===== config.mk =====
export PLATFORM = sky130hd
export DESIGN_NAME = fifo_stream_reader
export DESIGN_NICKNAME = d
export VERILOG_FILES = /design/src/rtl/fifo_stream_reader.sv
export SDC_FILE = /design/constraint.sdc
export NUM_CORES = 1
export LEC_CHECK = 0
export ABC_AREA = 1
export CAP_MARGIN = 40
export CORE_MARGIN = 5
export CORE_UTILIZATION = 25
export DETAILED_ROUTE_END_ITERATION = 6
export GPL_TIMING_DRIVEN = 0
export PLACE_DENSITY_LB_ADDON = 0.1
export SETUP_SLACK_MARGIN = 0.1
export SYNTH_ARGS = -nofsm -noshare
export SYNTH_HDL_FRONTEND = slang
export SYNTH_SLANG_ARGS = --single-unit

===== constraint.sdc =====
create_clock -name clk -period 3.8 [get_ports clk]
set_clock_uncertainty 0.1 [all_clocks]
set_input_delay 0.76 -clock clk [delete_from_list [all_inputs] [get_ports clk]]
set_output_delay 0.76 -clock clk [all_outputs]
set_load 0.02 [all_outputs]

===== src/rtl/fifo_stream_reader.sv =====
// fifo_stream_reader: read-side controller for the 16-bit, 8-deep synchronous
// FIFO (1-cycle read latency). It issues fifo_r_en, captures fifo_data one
// cycle later into a 2-entry prefetch buffer, and presents the words as a
// valid/ready stream. The buffer holds back-pressure for one word per cycle
// without losing data.
// Optional feature: define STREAM_RD_COUNT_EN to add the rd_count port, which
// counts delivered words.
module fifo_stream_reader #(
  parameter int DATA_W = 16,
  parameter int CNT_W  = 16
) (
  input  logic              clk,
  input  logic              rst,
  input  logic              en,
  input  logic              flush,
  input  logic              fifo_empty,
  input  logic [DATA_W-1:0] fifo_data,
  output logic              fifo_r_en,
  output logic              m_valid,
  input  logic              m_ready,
  output logic [DATA_W-1:0] m_data,
  output logic              busy
`ifdef STREAM_RD_COUNT_EN
  ,
  output logic [CNT_W-1:0]  rd_count
`endif
);

  // Buffer storage and bookkeeping.
  logic [DATA_W-1:0] entry_q [2];
  logic              head_q, head_d;
  logic              tail_q, tail_d;
  logic [1:0]        occ_q, occ_d;
  logic              inflight_q, inflight_d;

  logic              pop;
  logic              capture;
  logic [2:0]        level;

  assign m_valid = (occ_q != 2'd0);
  assign m_data  = entry_q[head_q];
  assign busy    = m_valid | inflight_q;
  assign pop     = m_valid & m_ready;

  // A read is in flight whenever inflight_q is set. A flush discards that word
  // instead of writing it into the buffer.
  assign capture = inflight_q & ~flush;

  // Occupancy the buffer will have after this edge, before counting a new read.
  // The buffer can hold at most 2 words, so a new read is allowed only below 2.
  // A pop requires occ >= 1, so this subtraction never underflows.
  assign level = {1'b0, occ_q} + {2'b00, inflight_q} - {2'b00, pop};

  // Read request. It is combinational so that a pop in this cycle frees its
  // slot for a read in the same cycle.
  assign fifo_r_en = en & ~fifo_empty & ~flush & ~rst & (level < 3'd2);

  // Next-state logic for the pointers, the occupancy and the in-flight flag.
  always_comb begin
    // NOTE: every signal gets a default first, so no path leaves a signal
    // unassigned and no latch is inferred.
    head_d     = head_q;
    tail_d     = tail_q;
    occ_d      = occ_q;
    inflight_d = inflight_q;
    if (flush) begin
      head_d     = 1'b0;
      tail_d     = 1'b0;
      occ_d      = 2'd0;
      inflight_d = 1'b0;
    end else begin
      head_d     = head_q ^ pop;
      tail_d     = tail_q ^ capture;
      occ_d      = level[1:0];
      inflight_d = fifo_r_en;
    end
  end

  // State register. The incoming word is written into the tail entry.
  always_ff @(posedge clk) begin
    // NOTE: sequential state uses non-blocking assignments, so every register
    // here samples values from before this edge.
    if (rst) begin
      // NOTE: the data entries are also cleared on reset, so m_data reads as
      // zero afterwards. Without that, the storage would need no reset at all.
      entry_q[0] <= '0;
      entry_q[1] <= '0;
      head_q     <= 1'b0;
      tail_q     <= 1'b0;
      occ_q      <= 2'd0;
      inflight_q <= 1'b0;
    end else begin
      head_q     <= head_d;
      tail_q     <= tail_d;
      occ_q      <= occ_d;
      inflight_q <= inflight_d;
      if (capture) begin
        entry_q[tail_q] <= fifo_data;
      end
    end
  end

`ifdef STREAM_RD_COUNT_EN
  logic [CNT_W-1:0] rd_count_q;

  assign rd_count = rd_count_q;

  // Delivered-word counter. It wraps around, and it restarts on flush while
  // still counting a pop that happens in the flush cycle.
  always_ff @(posedge clk) begin
    if (rst) begin
      rd_count_q <= '0;
    end else if (flush) begin
      rd_count_q <= CNT_W'(pop);
    end else if (pop) begin
      rd_count_q <= rd_count_q + CNT_W'(1);
    end
  end
`endif

endmodule


== Word level (Yosys, flattened, before mapping) ==
Memory sizes are Yosys's and may differ from the RTL's. A register that Yosys moved wholly into a read port is not among the register bits.
Index checks and enable logic that the tools add are counted.

* Memories kept: 1
* Flip-flop bits (word level): 5
* RAM bits: 32

* Add/sub/neg operators: 2
* Bitwise operators: 12
* Mux-type cells: 9
* Reductions and logical operators: 3
* Magnitude comparators: 1

{| class="wikitable"
|+ Memory list
! name !! depth !! bits a word !! read ports !! clocked after Yosys merged registers in !! write ports !! RTL line !! source
|-
| entry_q || 2 || 16 || 1 || 1 || 2 || 30 || <nowiki>logic [DATA_W-1:0] entry_q [2];</nowiki>
|}

{| class="wikitable"
|+ Operators with widths
! cell !! count
|-
| $mux 16 || 1
|-
| $reduce_or 16->1 || 1
|-
| $mux 1 || 8
|-
| $and 1x1->1 || 6
|-
| $add 2x1->3 || 1
|-
| $lt 3x2->1 const B || 1
|-
| $not 1->1 || 3
|-
| $sub 3x1->3 || 1
|-
| $reduce_bool 2->1 || 1
|-
| $reduce_or 2->1 || 1
|-
| $xor 1x1->1 || 2
|-
| $or 1x1->1 || 1
|}

== Depth between registers and ports, before layout ==
Gate-level depths: netlist of run 1.

* Depth in word-level cells: 7
* Mapped depth: 9
* Depth with buffers taken out: 9

== Worst setup path before layout of run 1 ==
OpenSTA, ideal clock, no wires.

* Path kind: input port to output port
* Start: in m_ready
* End: out fifo_r_en
* Arrival: 2196 ps
* Stages: 9
* Slack: 744 ps
* Cells stage by stage: inv_1 -> nor2_1 -> ha_1 -> inv_1 -> ha_1 -> fa_1 -> inv_1 -> nand3b_1 -> nor2_1

* Cells in the longest elaborated chain, start to end: 4

{| class="wikitable"
|+ RTL lines
! what !! RTL line !! source
|-
| start, declared || 20 || <nowiki>input logic m_ready,</nowiki>
|-
| $and 1x1->1 || 43 || <nowiki>assign pop = m_valid & m_ready;</nowiki>
|-
| $sub 3x1->3 || 52 || <nowiki>assign level = {1'b0, occ_q} + {2'b00, inflight_q} - {2'b00, pop};</nowiki>
|-
| named net level[1] || 38 || <nowiki>logic [2:0] level;</nowiki>
|-
| $lt 3x2->1 || 56 || <nowiki>assign fifo_r_en = en & ~fifo_empty & ~flush & ~rst & (level < 3'd2);</nowiki>
|-
| $and 1x1->1 || 56 ||
|-
| end, declared || 18 || <nowiki>output logic fifo_r_en,</nowiki>
|}

The timed path passes the listed nets, and every way through them passes these cells.

== Worst setup path in the final report of run 1 ==
* Start: in m_ready
* End: out fifo_r_en

* Cells in the longest elaborated chain, start to end: 4

{| class="wikitable"
|+ RTL lines
! what !! RTL line
|-
| $and 1x1->1 || 43
|-
| $sub 3x1->3 || 52
|-
| $lt 3x2->1 || 56
|-
| $and 1x1->1 || 56
|}

Every way passes these cells.

==> results_dict.tcl, run 1 <==
set metrics [dict create \
    cp-startpoint "m_ready" \
    cp.arrival_ps 2700 \
    insertion_delay_ps 280 \
    cts.htree.levels 2 \
    netlist_area_um2 1718 \
    crit_required_ps 2940 \
    instances_no_fill 272 \
    die_height_um 92.90 \
    grt_util_met2_pct 15.36 \
    die_w_um 92.90 \
    combPwrFrac_pct 10.7 \
    placed_cell_area_um2 2218 \
    switchingPower_mw 0.1777 \
    cts_sinks 37 \
    grt_max_degree 17 \
    cp-start-kind "input pin" \
    cts_root_buffer "clkbuf_8" \
    avgViaCountPerCell 4.055 \
    period_needed_ps 3561 \
    grt_usage_pct 8.780 \
    ff2ff_path_depth 9 \
    fin_tns_setup_ps 0 \
    synth_warnings 0 \
    post-route-drc-count 0 \
    syn_to_final_growth_pct 34.30 \
    row_count 30 \
    crit_type "in2out" \
    path_max_fanout 2 \
    pre_cts_slack_ps -282.8 \
    p_total_mw 0.7985 \
    gr-usage-met3_pct 2.924 \
    n_antenna_cell 0 \
    slew_headroom_pct 49.16 \
    synth.distinct_cells 19 \
    syn_nets 169 \
    status "finished, final reports clean" \
    ant_nets 0 \
    drt_iter0_markers 35 \
    grt_pass1_wl_um 5706 \
    worstMarginPinSlew_ps 760.8 \
    numCtsBuffers 5 \
    cts_tree "built" \
    grt.busiest_layer "met2" \
    setup_ws_ps 239.3 \
    clk_pin_slew_worst_paths_ps 70 \
    use_met1_pct 9.746 \
    hold_path.class "reg2reg" \
    max_cap_violations 0 \
    vias 1103 \
    crit_path_end "fifo_r_en" \
    fin_crit_sh_pct 93.70 \
    wl_per_cell_um 12.90 \
    rrSetupSlack_ps 1800 \
    hold_depth 2 \
    drt_wl_total_um 3510 \
    gp_congestion 0.7470 \
    p_leak_nw 0.9482 \
    r2r_start "occ_q[0]" \
    seq_power_share_pct 57.2 \
    rsz0062_at_grt "no" \
    drive_gt1_share_pct 23.96 \
    coreArea_um2 6756 \
    max_freq_ghz 0.2808 \
    post-route-util_pct 34.15 \
    first_global_vias 1185 \
    clockPowerShare_pct 32.1 \
    yosysSeqAreaShare_pct 61.76 \
    ios 41 \
    swShare_pct 22.26 \
    fin_nets 216 \
    setup_viol 0 \
    rr_endpoint "inflight_q" \
    drt-pass1-iter-count 4 \
    cellPowerDensity_nw_per_um2 346.1 \
    cts_hold_buf 0 \
    vdd_ir_drop_max_mv 0.1145 \
    netlist_instances 144 \
    slew_violations 0 \
    portBuffers 40 \
    hold_viol_final 0 \
    place_hpwl_um 2486 \
    start_util_pct 25.43 \
    hold_slack_ps 436.4 \
    cp-end-kind "primary output" \
    final_area_um2 2307 \
    antenna_found_initial 0 \
    synth_seq_cells 37 \
    clk_path_buf_depth 2 \
    p_int_mw 0.6208 \
    dp.cells 264 \
    gr-total-overflow 0 \
    dieArea_um2 8629 \
    syn_avg_cell_area_um2 11.93 \
]
[routing by layer]
layer	vias up	wire, um
li1	552	-
met1	519	1504
met2	25	1750
met3	7	196
met4	0	59
met5	-	0
[synthesized netlist by cell type]
| library cell | n | area, um^2 |
|---|---|---|
| nand3b_1 | 1 | 7.510 |
| nor3_1 | 1 | 5.000 |
| inv_1 | 26 | 97.59 |
| nand2_1 | 7 | 26.28 |
| mux2_4 | 1 | 15.01 |
| or2_2 | 1 | 6.260 |
| nor2_4 | 1 | 11.26 |
| nand2_4 | 2 | 22.52 |
| nor3_4 | 1 | 16.27 |
| nor2_1 | 32 | 120.1 |
| nand3_1 | 2 | 10.01 |
| dfxtp_1 | 5 | 100.1 |
| nor2_2 | 9 | 56.30 |
| ha_1 | 2 | 25.02 |
| inv_2 | 1 | 3.750 |
| edfxtp_1 | 32 | 960.9 |
| fa_1 | 1 | 20.02 |
| mux2_2 | 15 | 168.9 |
| buf_6 | 4 | 45.04 |
[cells by family (layout without fill, tap and decap cells)]
| family | Yosys count | count (layout) | share of synthesized area (%) |
|---|---|---|---|
| flops | 37 | 37 | 61.76 |
| mux | 16 | 16 | 10.71 |
| simple gates | 57 | 57 | 16.39 |
| fa+ha+maj | 3 | 3 | 2.622 |
| buf+inv | 31 | 79 | 8.521 |
[worst min path at each step]
stage,start,endpoint,slack (ps)
5_1_grt,inflight_q,tail_q,500
4_1_cts,inflight_q,tail_q,440
6_report,inflight_q,tail_q,440
2_1_floorplan,inflight_q,tail_q,400
3_3_place_gp,inflight_q,tail_q,420
3_5_place_dp,inflight_q,tail_q,430
[cell type report]
cell class / count / area, um^2
clock inverters: 3 / 12.51
repair buffers: 40 / 397.9
clock buffers: 5 / 68.82
inverters: 27 / 101.3
fillers: 681 / 4449
plain buffers: 4 / 45.04
flip-flops and latches: 37 / 1061
well taps: 80 / 100.1
multi-input cells: 76 / 520.5
[power by group through the flow]
stage                     Combinational (mW)  Sequential [mW]  Clock (mW)
after CTS                             0.0867            0.457       0.267
after detailed placement              0.0866            0.466           0
after global placement                0.0858            0.465           0
after floorplan                       0.0396            0.465           0
after global routing                  0.0931            0.457       0.285
final                                 0.0852            0.457       0.257
[layout by cell type (no fill, tap or decap), drive strengths merged]
master / synthesis / layout
inv: 27 / 27
nand2: 9 / 9
clkinv: 0 / 3
ha: 2 / 2
buf: 4 / 5
nand3b: 1 / 1
fa: 1 / 1
clkbuf: 0 / 5
nor3: 2 / 2
clkdlybuf4s50: 0 / 39
nor2: 42 / 42
nand3: 2 / 2
edfxtp: 32 / 32
or2: 1 / 1
dfxtp: 5 / 5
mux2: 16 / 16
[sequential cells by signal, indices dropped and copies added, names as in the netlist]
name        cells
entry_q        32
occ_q           2
head_q          1
inflight_q      1
tail_q          1
[what timing repair did]
item                       in CTS  in global routing
setup buffers                   0                  0
pin swaps                       0                  2
gates resized for setup         4                  5
setup endpoints to repair       1                  1
[critical path, stage by stage]
cell             delay (ps)
clkdlybuf4s50_1         430
inv_1                    80
nor2_2                   40
ha_1                    280
inv_1                    40
ha_1                    180
fa_2                    340
or2_2                   290
nand3_2                  70
nor2_1                   50
buf_4                   150
Power figures use the tool's default switching activity.
==> inputs of run 2 (changes only) <==
Settings changed: CORE_ASPECT_RATIO from default to 0.75.
==> run 2 against run 1 <==
Against the previous run:
- sequential cell count unchanged
- cell count is 1.8% higher
- highest routed layer unchanged
- first-iteration DRC count fell by 5.7%
- sequential power about the same
- critical endpoint unchanged
- critical path depth unchanged
- clock-buffer cell count up 2
- register-to-register slack worse by 40 ps
==> results_dict.tcl, run 2 (synthesis results as in run 1) <==
set metrics [dict create \
    syn_to_final_growth_pct 36.05 \
    gp_congestion 0.7214 \
    grt_util_met2_pct 15.84 \
    largest_reg_flops 32 \
    clk_pin_slew_worst_paths_ps 70 \
    clk_path_buf_depth 2 \
    vias 1118 \
    fin_crit_sh_pct 95.43 \
    antenna_found_initial 0 \
    row_count 26 \
    slew_violations 0 \
    grt.busiest_layer "met2" \
    swShare_pct 21.27 \
    first_global_vias 1210 \
    ant_nets 0 \
    status "finished, final reports clean" \
    cts.htree.levels 2 \
    final_cell_mix "39 x clkdlybuf4s50_1, 32 x edfxtp_1, 31 x nor2_1" \
    setup_ws_ps 173.7 \
    top_register "entry_q" \
    clockPowerShare_pct 35.3 \
    crit_required_ps 2940 \
    cp.arrival_ps 2770 \
    cellPowerDensity_nw_per_um2 359.5 \
    use_met1_pct 10.26 \
    cp-end-kind "primary output" \
    vdd_ir_drop_max_mv 0.1451 \
    fin_nets 217 \
    wl_per_cell_um 13.52 \
    die_w_um 105.7 \
    hold_viol_final 0 \
    n_antenna_cell 0 \
    gr-total-overflow 0 \
    pre_cts_slack_ps -376.2 \
    cts_root_buffer "clkbuf_8" \
    max_cap_violations 0 \
    slew_headroom_pct 45.56 \
    numCtsBuffers 5 \
    instances_no_fill 277 \
    avgViaCountPerCell 4.036 \
    final_common_cell "clkdlybuf4s50_1" \
    place_hpwl_um 2595 \
    worstMarginPinSlew_ps 814.6 \
    post-route-drc-count 0 \
    grt_max_degree 17 \
    ff2ff_path_depth 9 \
    insertion_delay_ps 280 \
    drt_wl_total_um 3746 \
    gr-usage-met3_pct 3.614 \
    die_height_um 81.79 \
    cts_sinks 37 \
    max_freq_ghz 0.2758 \
    rsz0062_at_grt "no" \
    coreArea_um2 6734 \
    seq_power_share_pct 54.4 \
    nFillCells 651 \
    grt_pass1_wl_um 5775 \
    path_max_fanout 2 \
    cts_tree "built" \
    largestRegisters "entry_q (32), occ_q (2)" \
    portBuffers 40 \
    p_leak_nw 0.9660 \
    drt_iter0_markers 33 \
    p_total_mw 0.8403 \
    start_util_pct 25.51 \
    dp.cells 268 \
    period_needed_ps 3626 \
    switchingPower_mw 0.1788 \
    setup_viol 0 \
    drt-pass1-iter-count 4 \
    dieArea_um2 8647 \
    p_int_mw 0.6615 \
    grt_usage_pct 9.019 \
    post-route-util_pct 34.71 \
    drive_gt1_share_pct 24.87 \
    hold_path.class "reg2reg" \
    crit_type "in2out" \
    ios 41 \
    hold_depth 2 \
    cp-start-kind "input pin" \
    combPwrFrac_pct 10.4 \
]
==> run 2: per-layer routing <==
layer  wire length [um]  up-vias
li1                   -      556
met3                232        2
met2               1853       30
met1               1643      530
met4                 17        0
met5                  0        -
==> run 2: final cells by class <==
class	count	area (um^2)	share of cell area [%]
Clock buffer	7	96.34	4.122
Multi-Input combinational cell	76	518.0	22.16
Timing Repair Buffer	41	405.4	17.34
Tap cell	84	105.1	4.497
Clock inverter	1	5.005	0.2141
Inverter	27	101.3	4.336
Sequential cell	37	1061	45.40
Buffer	4	45.04	1.927
==> run 2: timing repair <==
action / 4_1_cts / 5_1_grt
endpoints found under the setup margin: 1 / 1
pin swaps: 0 / 2
gates cloned: 0 / 0
hold buffers: 0 / 0
buffers inserted: 0 / 1
resized for setup: 6 / 2
==> run 2: path summary, 6_finish.rpt <==
check	slack [ps]	from	to
max	170	m_ready	fifo_r_en
min	430	inflight_q	tail_q
max reg2reg	1760	occ_q[0]	inflight_q
min reg2reg	430	inflight_q	tail_q
==> run 2: power by group through the flow <==
stage                     combinational (mW)  clock, mW  sequential, mW
after global placement                0.0861          0           0.465
after CTS                             0.0879      0.307           0.457
after detailed placement              0.0872          0           0.466
after global routing                  0.0936      0.328           0.458
after floorplan                       0.0396          0           0.465
final                                 0.0871      0.296           0.457
==> run 2: stage by stage <==
step,instance area [um^2],hold slack [ps],setup TNS (ps)
floorplan,1718,402.1,0
detailed placement,2223,427.6,-376.2
CTS,2325,437.3,0
finish,2337,428.8,0
global route,2337,468.9,0
global placement,2223,418.7,-247.0
==> run 2: critical path, cell delays in order <==
cell and delay, ps:
clkdlybuf4s50_1 430, inv_1 80, nor2_2 40, ha_1 270, inv_1 40, ha_1 190
fa_1 380, or2_2 290, nand3_2 80, nor2_1 50, buf_4 150
